===== config.mk =====
export PLATFORM = sky130hd
export DESIGN_NAME = stream_loop_kernel_flat
export DESIGN_NICKNAME = d
export VERILOG_FILES = /design/src/rtl/stream_loop_kernel_pkg.sv /design/src/rtl/stream_loop_kernel_if.sv /design/src/rtl/stream_loop_kernel_buf.sv /design/src/rtl/stream_loop_kernel.sv /design/src/flat_wrapper.sv
export SDC_FILE = /design/constraint.sdc
export NUM_CORES = 1
export LEC_CHECK = 0
export ABC_AREA = 0
export BUFFER_PORTS_ARGS = -buffer_cell sky130_fd_sc_hd__buf_2
export CAP_MARGIN = 5
export CELL_PAD_IN_SITES_DETAIL_PLACEMENT = 1
export CELL_PAD_IN_SITES_GLOBAL_PLACEMENT = 2
export CORE_MARGIN = 2
export CORE_UTILIZATION = 30
export CTS_CLUSTER_DIAMETER = 100
export DETAILED_ROUTE_END_ITERATION = 12
export GPL_ROUTABILITY_DRIVEN = 0
export PLACE_DENSITY = 0.64
export RECOVER_POWER = 25
export SLEW_MARGIN = 10
export SYNTH_ARGS = -nofsm -noshare
export SYNTH_HDL_FRONTEND = slang
export SYNTH_SLANG_ARGS = --single-unit

===== constraint.sdc =====
create_clock -name clk -period 2.86 [get_ports clk]
set_input_delay 0.143 -clock clk [delete_from_list [all_inputs] [get_ports clk]]
set_output_delay 0.143 -clock clk [all_outputs]
set_load 0.05 [all_outputs]

===== src/rtl/stream_loop_kernel_pkg.sv =====
// Shared types and default widths for the streaming loop kernel.
package loop_kernel_pkg;

    typedef enum logic [1:0] {
        IDLE  = 2'd0,
        RUN   = 2'd1,
        DRAIN = 2'd2,
        DONE  = 2'd3
    } kstate_t;

    localparam int DEF_WIDTH       = 32;
    localparam int DEF_OFFSET      = 2;
    localparam int DEF_PIPE_STAGES = 2;
    localparam int DEF_CNT_W       = 16;

endpackage


===== src/rtl/stream_loop_kernel_if.sv =====
// FIFO-side bus of the loop kernel: upstream pop port and downstream push port.
interface stream_loop_kernel_if
    import loop_kernel_pkg::*;
#(
    parameter int WIDTH = DEF_WIDTH
);
    logic [WIDTH-1:0] arg_0_out_data;
    logic             arg_0_read_valid;
    logic             arg_0_read_ready;
    logic [WIDTH-1:0] fifo_1_in_data;
    logic             fifo_1_write_valid;
    logic             fifo_1_write_ready;

    modport master (
        input  arg_0_out_data,
        input  arg_0_read_ready,
        output arg_0_read_valid,
        output fifo_1_in_data,
        output fifo_1_write_valid,
        input  fifo_1_write_ready
    );

    modport slave (
        output arg_0_out_data,
        output arg_0_read_ready,
        input  arg_0_read_valid,
        input  fifo_1_in_data,
        input  fifo_1_write_valid,
        output fifo_1_write_ready
    );
endinterface


===== src/rtl/stream_loop_kernel_buf.sv =====
// Show-ahead synchronous result FIFO; a full buffer still accepts a push
// when an entry leaves in the same cycle.
module loop_result_buf
    import loop_kernel_pkg::*;
#(
    parameter int WIDTH = DEF_WIDTH,
    parameter int DEPTH = 4,
    localparam int CW   = $clog2(DEPTH + 1),
    localparam int PW   = (DEPTH > 1) ? $clog2(DEPTH) : 1
) (
    input  logic             clk,
    input  logic             rst,
    input  logic             push,
    input  logic [WIDTH-1:0] push_data,
    input  logic             pop,
    output logic [WIDTH-1:0] head,
    output logic [CW-1:0]    count,
    output logic             empty,
    output logic             full
);
    logic [WIDTH-1:0] mem [DEPTH];
    logic [PW-1:0]    rd_ptr;
    logic [PW-1:0]    wr_ptr;
    logic             do_pop;
    logic             do_push;

    function automatic logic [PW-1:0] ptr_next(input logic [PW-1:0] p);
        return (p == PW'(DEPTH - 1)) ? '0 : p + PW'(1);
    endfunction

    assign empty   = (count == '0);
    assign full    = (count == CW'(DEPTH));
    assign do_pop  = pop && !empty;
    assign do_push = push && (!full || do_pop);
    assign head    = mem[rd_ptr];

    // Pointer and occupancy bookkeeping.
    always_ff @(posedge clk) begin
        if (rst) begin
            rd_ptr <= '0;
            wr_ptr <= '0;
            count  <= '0;
        end else begin
            if (do_push) wr_ptr <= ptr_next(wr_ptr);
            if (do_pop)  rd_ptr <= ptr_next(rd_ptr);
            case ({do_push, do_pop})
                2'b10:   count <= count + CW'(1);
                2'b01:   count <= count - CW'(1);
                default: count <= count;
            endcase
        end
    end

    // Storage array; contents are only meaningful behind the pointers.
    always_ff @(posedge clk) begin
        if (do_push) mem[wr_ptr] <= push_data;
    end
endmodule


===== src/rtl/stream_loop_kernel.sv =====
// Loop kernel: pops n words, computes (OFFSET + x) + x through a register
// pipeline and pushes results in order, with credits bounding words in flight.
module stream_loop_kernel
    import loop_kernel_pkg::*;
#(
    parameter int WIDTH       = DEF_WIDTH,
    parameter int OFFSET      = DEF_OFFSET,
    parameter int PIPE_STAGES = DEF_PIPE_STAGES,
    parameter int BUF_DEPTH   = PIPE_STAGES + 2,
    parameter int CNT_W       = DEF_CNT_W
) (
    input  logic                 clk,
    input  logic                 rst,
    input  logic                 start,
    input  logic [CNT_W-1:0]     num_iters,
    output logic                 busy,
    output logic                 valid,
    stream_loop_kernel_if.master bus
);
    localparam int FW = $clog2(BUF_DEPTH + 1);

    kstate_t          state, state_nxt;
    logic [CNT_W-1:0] n_q, issued, written;
    logic [FW-1:0]    inflight, buf_count;
    logic             buf_empty, buf_full;
    logic [WIDTH-1:0] buf_head;
    logic             start_acc, pop, xfer, push_buf;

    logic             vld_p0;
    logic [WIDTH-1:0] x_p1;
    logic             vld_p1;
    logic [WIDTH-1:0] res_p2 [PIPE_STAGES];
    logic             vld_p2 [PIPE_STAGES];

    function automatic logic [WIDTH-1:0] kernel_op(input logic [WIDTH-1:0] x);
        return (WIDTH'(OFFSET) + x) + x;
    endfunction

    assign start_acc = start && (state == IDLE || state == DONE);
    // Buffer-full term is implied by the credit sum; kept as a direct guard.
    assign pop = (state == RUN) && bus.arg_0_read_ready && (issued < n_q) &&
                 ((FW+1)'(inflight) + (FW+1)'(buf_count) < (FW+1)'(BUF_DEPTH)) &&
                 !buf_full;
    assign push_buf = vld_p2[PIPE_STAGES-1];
    assign xfer     = !buf_empty && bus.fifo_1_write_ready;

    assign bus.arg_0_read_valid   = pop;
    assign bus.fifo_1_write_valid = !buf_empty;
    assign bus.fifo_1_in_data     = buf_empty ? '0 : buf_head;
    assign busy  = (state == RUN) || (state == DRAIN);
    assign valid = (state == DONE);

    // State register.
    always_ff @(posedge clk) begin
        if (rst) state <= IDLE;
        else     state <= state_nxt;
    end

    // Next-state selection for the run sequence.
    always_comb begin
        state_nxt = state;
        unique case (state)
            IDLE, DONE: if (start) state_nxt = (num_iters == '0) ? DONE : RUN;
            RUN:        if (issued == n_q) state_nxt = DRAIN;
            DRAIN:      if (written == n_q) state_nxt = DONE;
            default:    state_nxt = IDLE;
        endcase
    end

    // Run length latch plus issued/written/in-flight counters.
    always_ff @(posedge clk) begin
        if (rst) begin
            n_q      <= '0;
            issued   <= '0;
            written  <= '0;
            inflight <= '0;
        end else begin
            if (start_acc) begin
                n_q     <= num_iters;
                issued  <= '0;
                written <= '0;
            end else begin
                if (pop)  issued  <= issued + CNT_W'(1);
                if (xfer) written <= written + CNT_W'(1);
            end
            case ({pop, push_buf})
                2'b10:   inflight <= inflight + FW'(1);
                2'b01:   inflight <= inflight - FW'(1);
                default: inflight <= inflight;
            endcase
        end
    end

    // Valid chain: p0 marks a pop (data on the bus now), p1 input capture, p2.. kernel stages.
    always_ff @(posedge clk) begin
        if (rst) begin
            vld_p0 <= 1'b0;
            vld_p1 <= 1'b0;
            for (int k = 0; k < PIPE_STAGES; k++) vld_p2[k] <= 1'b0;
        end else begin
            vld_p0    <= pop;
            vld_p1    <= vld_p0;
            vld_p2[0] <= vld_p1;
            for (int k = 1; k < PIPE_STAGES; k++) vld_p2[k] <= vld_p2[k-1];
        end
    end

    // Data path registers, qualified only by the valid chain.
    always_ff @(posedge clk) begin
        x_p1      <= bus.arg_0_out_data;
        res_p2[0] <= kernel_op(x_p1);
        for (int k = 1; k < PIPE_STAGES; k++) res_p2[k] <= res_p2[k-1];
    end

    loop_result_buf #(
        .WIDTH (WIDTH),
        .DEPTH (BUF_DEPTH)
    ) u_buf (
        .clk       (clk),
        .rst       (rst),
        .push      (push_buf),
        .push_data (res_p2[PIPE_STAGES-1]),
        .pop       (xfer),
        .head      (buf_head),
        .count     (buf_count),
        .empty     (buf_empty),
        .full      (buf_full)
    );
endmodule


===== src/flat_wrapper.sv =====
// flat-port wrapper written by rule: the top's interface ports become plain ports
module stream_loop_kernel_flat import loop_kernel_pkg::*;
#(
    parameter int WIDTH       = DEF_WIDTH,
    parameter int OFFSET      = DEF_OFFSET,
    parameter int PIPE_STAGES = DEF_PIPE_STAGES,
    parameter int BUF_DEPTH   = PIPE_STAGES + 2,
    parameter int CNT_W       = DEF_CNT_W
)
  (clk, rst, start, num_iters, busy, valid, bus_arg_0_out_data, bus_arg_0_read_ready, bus_arg_0_read_valid, bus_fifo_1_in_data, bus_fifo_1_write_valid, bus_fifo_1_write_ready);
  stream_loop_kernel_if #(.WIDTH(WIDTH)) bus_i ();
  input  logic clk;
  input  logic rst;
  input  logic start;
  input  logic [CNT_W-1:0] num_iters;
  output logic busy;
  output logic valid;
  input wire logic [$bits(bus_i.arg_0_out_data)-1:0] bus_arg_0_out_data;
  input wire logic [$bits(bus_i.arg_0_read_ready)-1:0] bus_arg_0_read_ready;
  output wire logic [$bits(bus_i.arg_0_read_valid)-1:0] bus_arg_0_read_valid;
  output wire logic [$bits(bus_i.fifo_1_in_data)-1:0] bus_fifo_1_in_data;
  output wire logic [$bits(bus_i.fifo_1_write_valid)-1:0] bus_fifo_1_write_valid;
  input wire logic [$bits(bus_i.fifo_1_write_ready)-1:0] bus_fifo_1_write_ready;
  assign bus_i.arg_0_out_data = bus_arg_0_out_data;
  assign bus_i.arg_0_read_ready = bus_arg_0_read_ready;
  assign bus_arg_0_read_valid = bus_i.arg_0_read_valid;
  assign bus_fifo_1_in_data = bus_i.fifo_1_in_data;
  assign bus_fifo_1_write_valid = bus_i.fifo_1_write_valid;
  assign bus_i.fifo_1_write_ready = bus_fifo_1_write_ready;
  stream_loop_kernel #(.WIDTH(WIDTH), .OFFSET(OFFSET), .PIPE_STAGES(PIPE_STAGES), .BUF_DEPTH(BUF_DEPTH), .CNT_W(CNT_W)) u_core (.clk(clk), .rst(rst), .start(start), .num_iters(num_iters), .busy(busy), .valid(valid), .bus(bus_i));
endmodule

==> run summary, run 1 <==
post-synth top area cell - edfxtp_1
critical path endpoint category - flop
FILL cells - 3773
Cell Rows - 69
Post-Layout Cell Count - 1490
Die Width - 193 um
antenna fix cells - 0
Core Box Area - 35500 sq um
total grt overflow - 0
Setup Skew - 20.5 ps
antenna violations before repair - 0
clk sinks - 283
synth warn - 0
Iter 0 DRT Violations - 207
most frequent cell after synthesis - dfxtp_1
layout cell share with drive strength beyond 1 - 21.8%
Worst path top cell family by delay - adder cells
H-Tree Depth - 2
placed cell count - 1381
post-route setup TNS - 0 ps
# Max-Cap Violations - 0
PortBufs - 86
cell-internal power - 7540 uW
vias per inst - 4.50
Tightest Pin Transition - 918 ps
Area growth, synth to finish - 27.0%
Skew-Pair Late Insertion Delay - 510 ps
top-area cell type share of the netlist area - 34.6%
Final Hold Viols - 0
fin crit share - 95.2%
Bufs and invs on worst path - 1
Initial Util - 30.3%
cells after synthesis - 812
Worst Setup Start Kind - flop
setup ws final - 136 ps
register bit total from synthesis - 283
Place WS - 49.3 ps
Post-synth EDFFs - 124
top cells by area, synth - edfxtp_1, dfxtp_1, mux4_2
Vert. Die Dim - 193 um
Residual DRC - 0
final slew viol count - 0
combinational fraction of design power - 12.7%
clock period minus worst slack - 2720 ps
CTS tree - yes
Sw Pwr - 2500 uW
Setup CP Type - reg2reg
pin count of the biggest net entering global routing - 45
syn nets - 898
relative slew slack - 38.8%
first-pass GRT wire length - 39100 um
DIE AREA - 37400 sq um
CP max stage delay - 420 ps
Fmax - 367 MHz
WL final - 24200 um
Static Leak - 0.00499 uW
power share of the sequential group - 44.6%
critical-path maximum fanout - 4
IR Drop Worst-Case VDD - 0.345 mV
Clock Root Buffer - clkbuf_16
Primary FF master, synth - dfxtp_1
dpl hpwl - 16500 um
vias in the first global route - 7008
clk buf depth - 3
clock-pin slew on the worst setup and hold paths - 60 ps
mean area per synthesized cell - 13.3 sq um
gr usage total - 13.1%
final setup vio count - 0
crit path DAT - 3160 ps
io pins - 89
ys async rst share - 0%
switching share of power - 24.9%
data required time of the worst path - 3290 ps
nets - 1089
Post-Syn Area - 10800 sq um
routed len/inst - 16.3 um
clock share of power - 42.7%
crit path cell chain - ha_1, nor2b_1, o211ai_1, a2111o_1, nand3_2, ha_2, inv_1, fa_1, xor2_1, or3_1, a21oi_2
number of library cell types mapped by synthesis - 50
Hold Crit Class - in2reg
1st-pass router iterations - 4
register area share after synthesis - 64.1%
final antenna-violating net count - 0
via count - 6710
status - completed
Critical-path top delay cell - a2111o_1
Power Density - 734 nW/um^2
CTS buffer count - 34
most frequent cells after synthesis - dfxtp_1, edfxtp_1, nand2_1, xnor2_1, and2_1
stage by stage:
step | power (uW) | hold slack (ps) | utilization [%] | area, sq um
after floorplan | 5270 | 171 | - | 10800
after global placement | 5790 | 248 | 34.0 | 12100
after detailed placement | 5800 | 248 | 34.0 | 12100
after CTS | 10200 | 134 | 38.5 | 13700
after global routing | 10500 | 189 | 38.6 | 13700
final | 10000 | 156 | 38.6 | 13700
sequential cells by signal (all words and copies together) (netlist names), named ones only:
name	cells
u_core.n_q	16
u_core.res_p2	62
u_core.vld_p1	1
u_core.u_buf.wr_ptr	2
u_core.u_buf.count	3
u_core.inflight	3
u_core.written	16
u_core.x_p1	31
u_core.u_buf.rd_ptr	2
u_core.state	2
u_core.u_buf.mem	124
u_core.vld_p2	2
u_core.vld_p0	1
u_core.issued	16
power by group through the flow:
stage	Combinational [uW]	Clock [uW]	Sequential (uW)
6_report	1270	4290	4480
5_1_grt	1410	4590	4500
4_1_cts	1290	4420	4480
3_5_place_dp	1240	0	4570
3_3_place_gp	1230	0	4560
2_1_floorplan	727	0	4550
final cells by class:
type,instances,area (sq um),area share (%)
Inverter,36,135,0.988
Tap cell,461,577,4.22
Sequential cell,283,6910,50.5
Clock buffer,48,955,6.98
Timing Repair Buffer,183,1310,9.55
Multi-Input combinational cell,465,3630,26.5
Clock inverter,14,169,1.23
logic make-up after synthesis:
group	after synthesis	share of synthesized area, %
buffers and inverters	64	2.34
xor gates and xnor gates	63	5.12
muxes	47	7.97
other	1	0.0348
DFF	283	64.1
AOI/OAI and AO/OA	54	3.20
adders and majority gates	33	3.97
and+or+nand+nor	267	13.2
metal layers:
metal | routed length (um) | part of all wire (%) | GRT usage (%) | vias to the layer above
li1 | - | - | - | 3304
met4 | 530 | 2.2 | 3.96 | 0
met5 | 0 | 0 | 0 | -
met3 | 806 | 3.3 | 2.23 | 45
met1 | 11300 | 47 | 17.5 | 3260
met2 | 11600 | 48 | 21.7 | 101
repair_timing:
| item | CTS | global route |
|---|---|---|
| buffers inserted | 0 | 0 |
| endpoints found under the setup margin | 1 | 3 |
| hold endpoints to repair | 48 | 0 |
| gates resized for setup | 1 | 7 |
| hold buffers | 47 | 0 |
| pin swaps | 0 | 4 |
| cloned | 0 | 0 |
path summary, 6_finish.rpt:
check / start / end / slack, ps / depth (start not counted)
setup / recovery: u_core.issued[1] / u_core.inflight[2] / 140 / 11
hold / removal: start / u_core.n_q[9] / 160 / 4
setup reg to reg: u_core.issued[1] / u_core.inflight[2] / 140 / 11
hold reg to reg: u_core.res_p2[0][10] / u_core.res_p2[0][42] / 310 / 0
tightest hold or removal path, delay by kind of cell:
kind | cells | cell delay, ps
AO/OA/AOI/OAI | 1 | 50
AND/OR/NAND/NOR | 2 | 300
buffers and inverters | 1 | 110
layout by cell type, fill, tap and decap left out, types with 31 or more instances in the layout:
| cell type | instances |
|---|---|
| dlygate4sd3_1 | 47 |
| nor2_1 | 34 |
| buf_4 | 47 |
| and2_1 | 39 |
| edfxtp_1 | 124 |
| nand2_1 | 78 |
| xnor2_1 | 48 |
| inv_1 | 36 |
| dfxtp_1 | 157 |
| mux4_2 | 31 |
| buf_2 | 77 |
| clkbuf_16 | 35 |
(Power assumes the default switching activity.)
==> run 2: changes to the inputs <==
CORE_UTILIZATION = 37   (was 30)
PLACE_DENSITY = 0.76   (was 0.64)
==> run 2 against run 1 <==
Effect of this change: non-clock buffer count is 20 lower; hold slack worse by 40 ps; flip-flop and latch count stayed put; critical path depth is 1 higher; core utilization is 8.3 points higher; clock power is 2% higher; total power hardly changed; global-route usage is 2.9 points higher; critical endpoint unchanged; maximum frequency is 0.26% higher; register-to-register slack hardly changed.
==> run summary, run 2 (synthesis gave the netlist of run 1 again) <==
setup slack, reg-to-reg - 140 ps (about the same)
H-Tree Depth - 1 (was 2)
most flop-heavy register - u_core.u_buf.mem (unchanged)
final setup vio count - 0 (unchanged)
fin crit share - 95.0% (was 95.2%)
1st-pass router iterations - 5 (was 4)
overall power - 10000 uW (about the same)
Setup Skew - 14.3 ps (was 20.5 ps)
Area growth, synth to finish - 24.9% (was 27.0%)
Cell Rows - 62 (was 69)
origin of the critical flop-to-flop path - u_core.n_q[1] (was u_core.issued[1])
crit path DAT - 3200 ps (was 3160 ps)
R2R depth - 12 (was 11)
clk sinks - 283 (unchanged)
dpl hpwl - 15500 um (was 16500 um)
data required time of the worst path - 3340 ps (was 3290 ps)
Static Leak - 0.00489 uW (was 0.00499 uW)
Power Density - 747 nW/um^2 (was 734 nW/um^2)
setup ws final - 143 ps (was 136 ps)
IR Drop Worst-Case VDD - 0.477 mV (was 0.345 mV)
# Max-Cap Violations - 0 (unchanged)
io pins - 89 (unchanged)
Hold EP - u_core.state[0] (was u_core.n_q[9])
Skew-Pair Late Insertion Delay - 560 ps (was 510 ps)
relative slew slack - 32.5% (was 38.8%)
area of the multi-input gates - 3640 sq um (was 3630 sq um)
final slew viol count - 0 (unchanged)
critical path endpoint category - flop (unchanged)
Min-Delay Startpoint - start (unchanged)
Hold Crit Depth - 4 (unchanged)
Seq. cell area - 6910 sq um (about the same)
Iter 0 DRT Violations - 418 (was 207)
via count - 6704 (was 6710)
Largest regs - u_core.u_buf.mem (124), u_core.res_p2 (62), u_core.x_p1 (31) (unchanged)
R2R Path End - u_core.inflight[2] (unchanged)
Setup CP Type - reg2reg (unchanged)
CTS tree - yes (unchanged)
PortBufs - 86 (unchanged)
Tightest Pin Transition - 1010 ps (was 918 ps)
Core Box Area - 28700 sq um (was 35500 sq um)
Vert. Die Dim - 175 um (was 193 um)
max FFs per register - 124 (unchanged)
pin count of the biggest net entering global routing - 45 (unchanged)
layout cell share with drive strength beyond 1 - 20.9% (was 21.8%)
critical-path maximum fanout - 2 (was 4)
Clock Root Buffer - clkbuf_16 (unchanged)
CTS buffer count - 29 (was 34)
gr usage total - 15.9% (was 13.1%)
clock-pin slew on the worst setup and hold paths - 60 ps (about the same)
Fmax - 368 MHz (was 367 MHz)
Die Width - 175 um (was 193 um)
vias in the first global route - 7056 (was 7008)
FILL cells - 2965 (was 3773)
routed len/inst - 17.4 um (was 16.3 um)
Worst Setup Start Kind - flop (unchanged)
Initial Util - 37.5% (was 30.3%)
Place WS - 25.4 ps (was 49.3 ps)
clk buf depth - 3 (unchanged)
Residual DRC - 0 (unchanged)
final antenna-violating net count - 0 (unchanged)
status - completed (unchanged)
clock period minus worst slack - 2720 ps (about the same)
commonest cells after routing, fill and taps aside - dfxtp_1, edfxtp_1, nand2_1, buf_2, xnor2_1 (was dfxtp_1, edfxtp_1, nand2_1)
commonest non-fill, non-tap cell in the layout - dfxtp_1 (unchanged)
vias per inst - 4.84 (was 4.50)
nets - 1064 (was 1089)
Final Hold Viols - 0 (unchanged)
total grt overflow - 0 (unchanged)
antenna fix cells - 0 (unchanged)
Final Util - 46.9% (was 38.6%)
Hold Crit Class - in2reg (unchanged)
WL final - 24100 um (was 24200 um)
DIE AREA - 30500 sq um (was 37400 sq um)
design area - 13400 sq um (was 13700 sq um)
first-pass GRT wire length - 38300 um (was 39100 um)
antenna violations before repair - 0 (unchanged)
Post-DP Area - 11800 sq um (was 12100 sq um)
run 2: cell count changes in the layout (fill, tap and decap cells not counted), moves of 2 or more:
cell / change
buf_12: -3
buf_4: -17
bufinv_16: +2
clkbuf_1: -10
clkinv_2: -2
clkinv_4: -2
clkinvlp_4: +5
dfxtp_1: -2
dfxtp_2: +2
run 2: worst max path at each step:
stage | startpoint | end | slack (ps) | cells past startpoint
6_report | u_core.n_q[1] | u_core.inflight[2] | 140 | 12
5_1_grt | u_core.n_q[1] | u_core.inflight[2] | -6 | 12
4_1_cts | u_core.n_q[1] | u_core.inflight[2] | 20 | 12
3_5_place_dp | u_core.n_q[1] | u_core.inflight[2] | 30 | 12
3_3_place_gp | u_core.n_q[1] | u_core.inflight[2] | 110 | 12
2_1_floorplan | u_core.n_q[15] | u_core.inflight[2] | 120 | 11
run 2: repair_timing:
action | in CTS | in global routing
hold endpoints to repair | 48 | 0
endpoints found under the setup margin | 0 | 2
hold buffers | 47 | 0
buffers inserted | 0 | 2
resized for setup | 0 | 9
run 2: routing by layer:
layer / routed length [um] / vias up / GRT usage (%)
li1: - / 3245 / -
met1: 10800 / 3311 / 20.9
met2: 12000 / 110 / 27.8
met3: 790 / 38 / 2.20
met4: 514 / 0 / 4.38
met5: 0 / - / 0
run 2: final cells by class:
cell class / instances / share of cell area (%)
sequential: 283 / 51.4
multi-input combinational: 465 / 27.1
timing repair buffer: 163 / 8.30
clock buffer: 38 / 6.90
tap: 384 / 3.57
clock inverter: 16 / 1.75
inverter: 36 / 1.00
run 2: critical path: stages (launching register included):
cell and delay, ps:
dfxtp_2 320, inv_1 40, ha_1 280, nor2b_2 130
o211ai_1 130, a2111o_1 470, nand3_2 130, ha_4 140
inv_1 40, fa_1 360, xor2_1 160, or3_1 300
a21oi_1 140
run 2: per-stage QoR:
stage,TNS [ps],instances,hold slack [ps]
2_1_floorplan,0,812,171
3_3_place_gp,0,1282,246
3_5_place_dp,0,1282,247
4_1_cts,0,1383,93.3
5_1_grt,-5.59,1385,124
6_report,0,1385,116
run 2: where the power goes:
part / internal (uW) / total, uW / leakage (uW) / switching [uW]
Sequential: 4370 / 4500 / 0.00244 / 122
Clock: 2760 / 4370 / 0.000557 / 1610
Combinational: 486 / 1180 / 0.00190 / 692
Total: 7620 / 10000 / 0.00489 / 2420
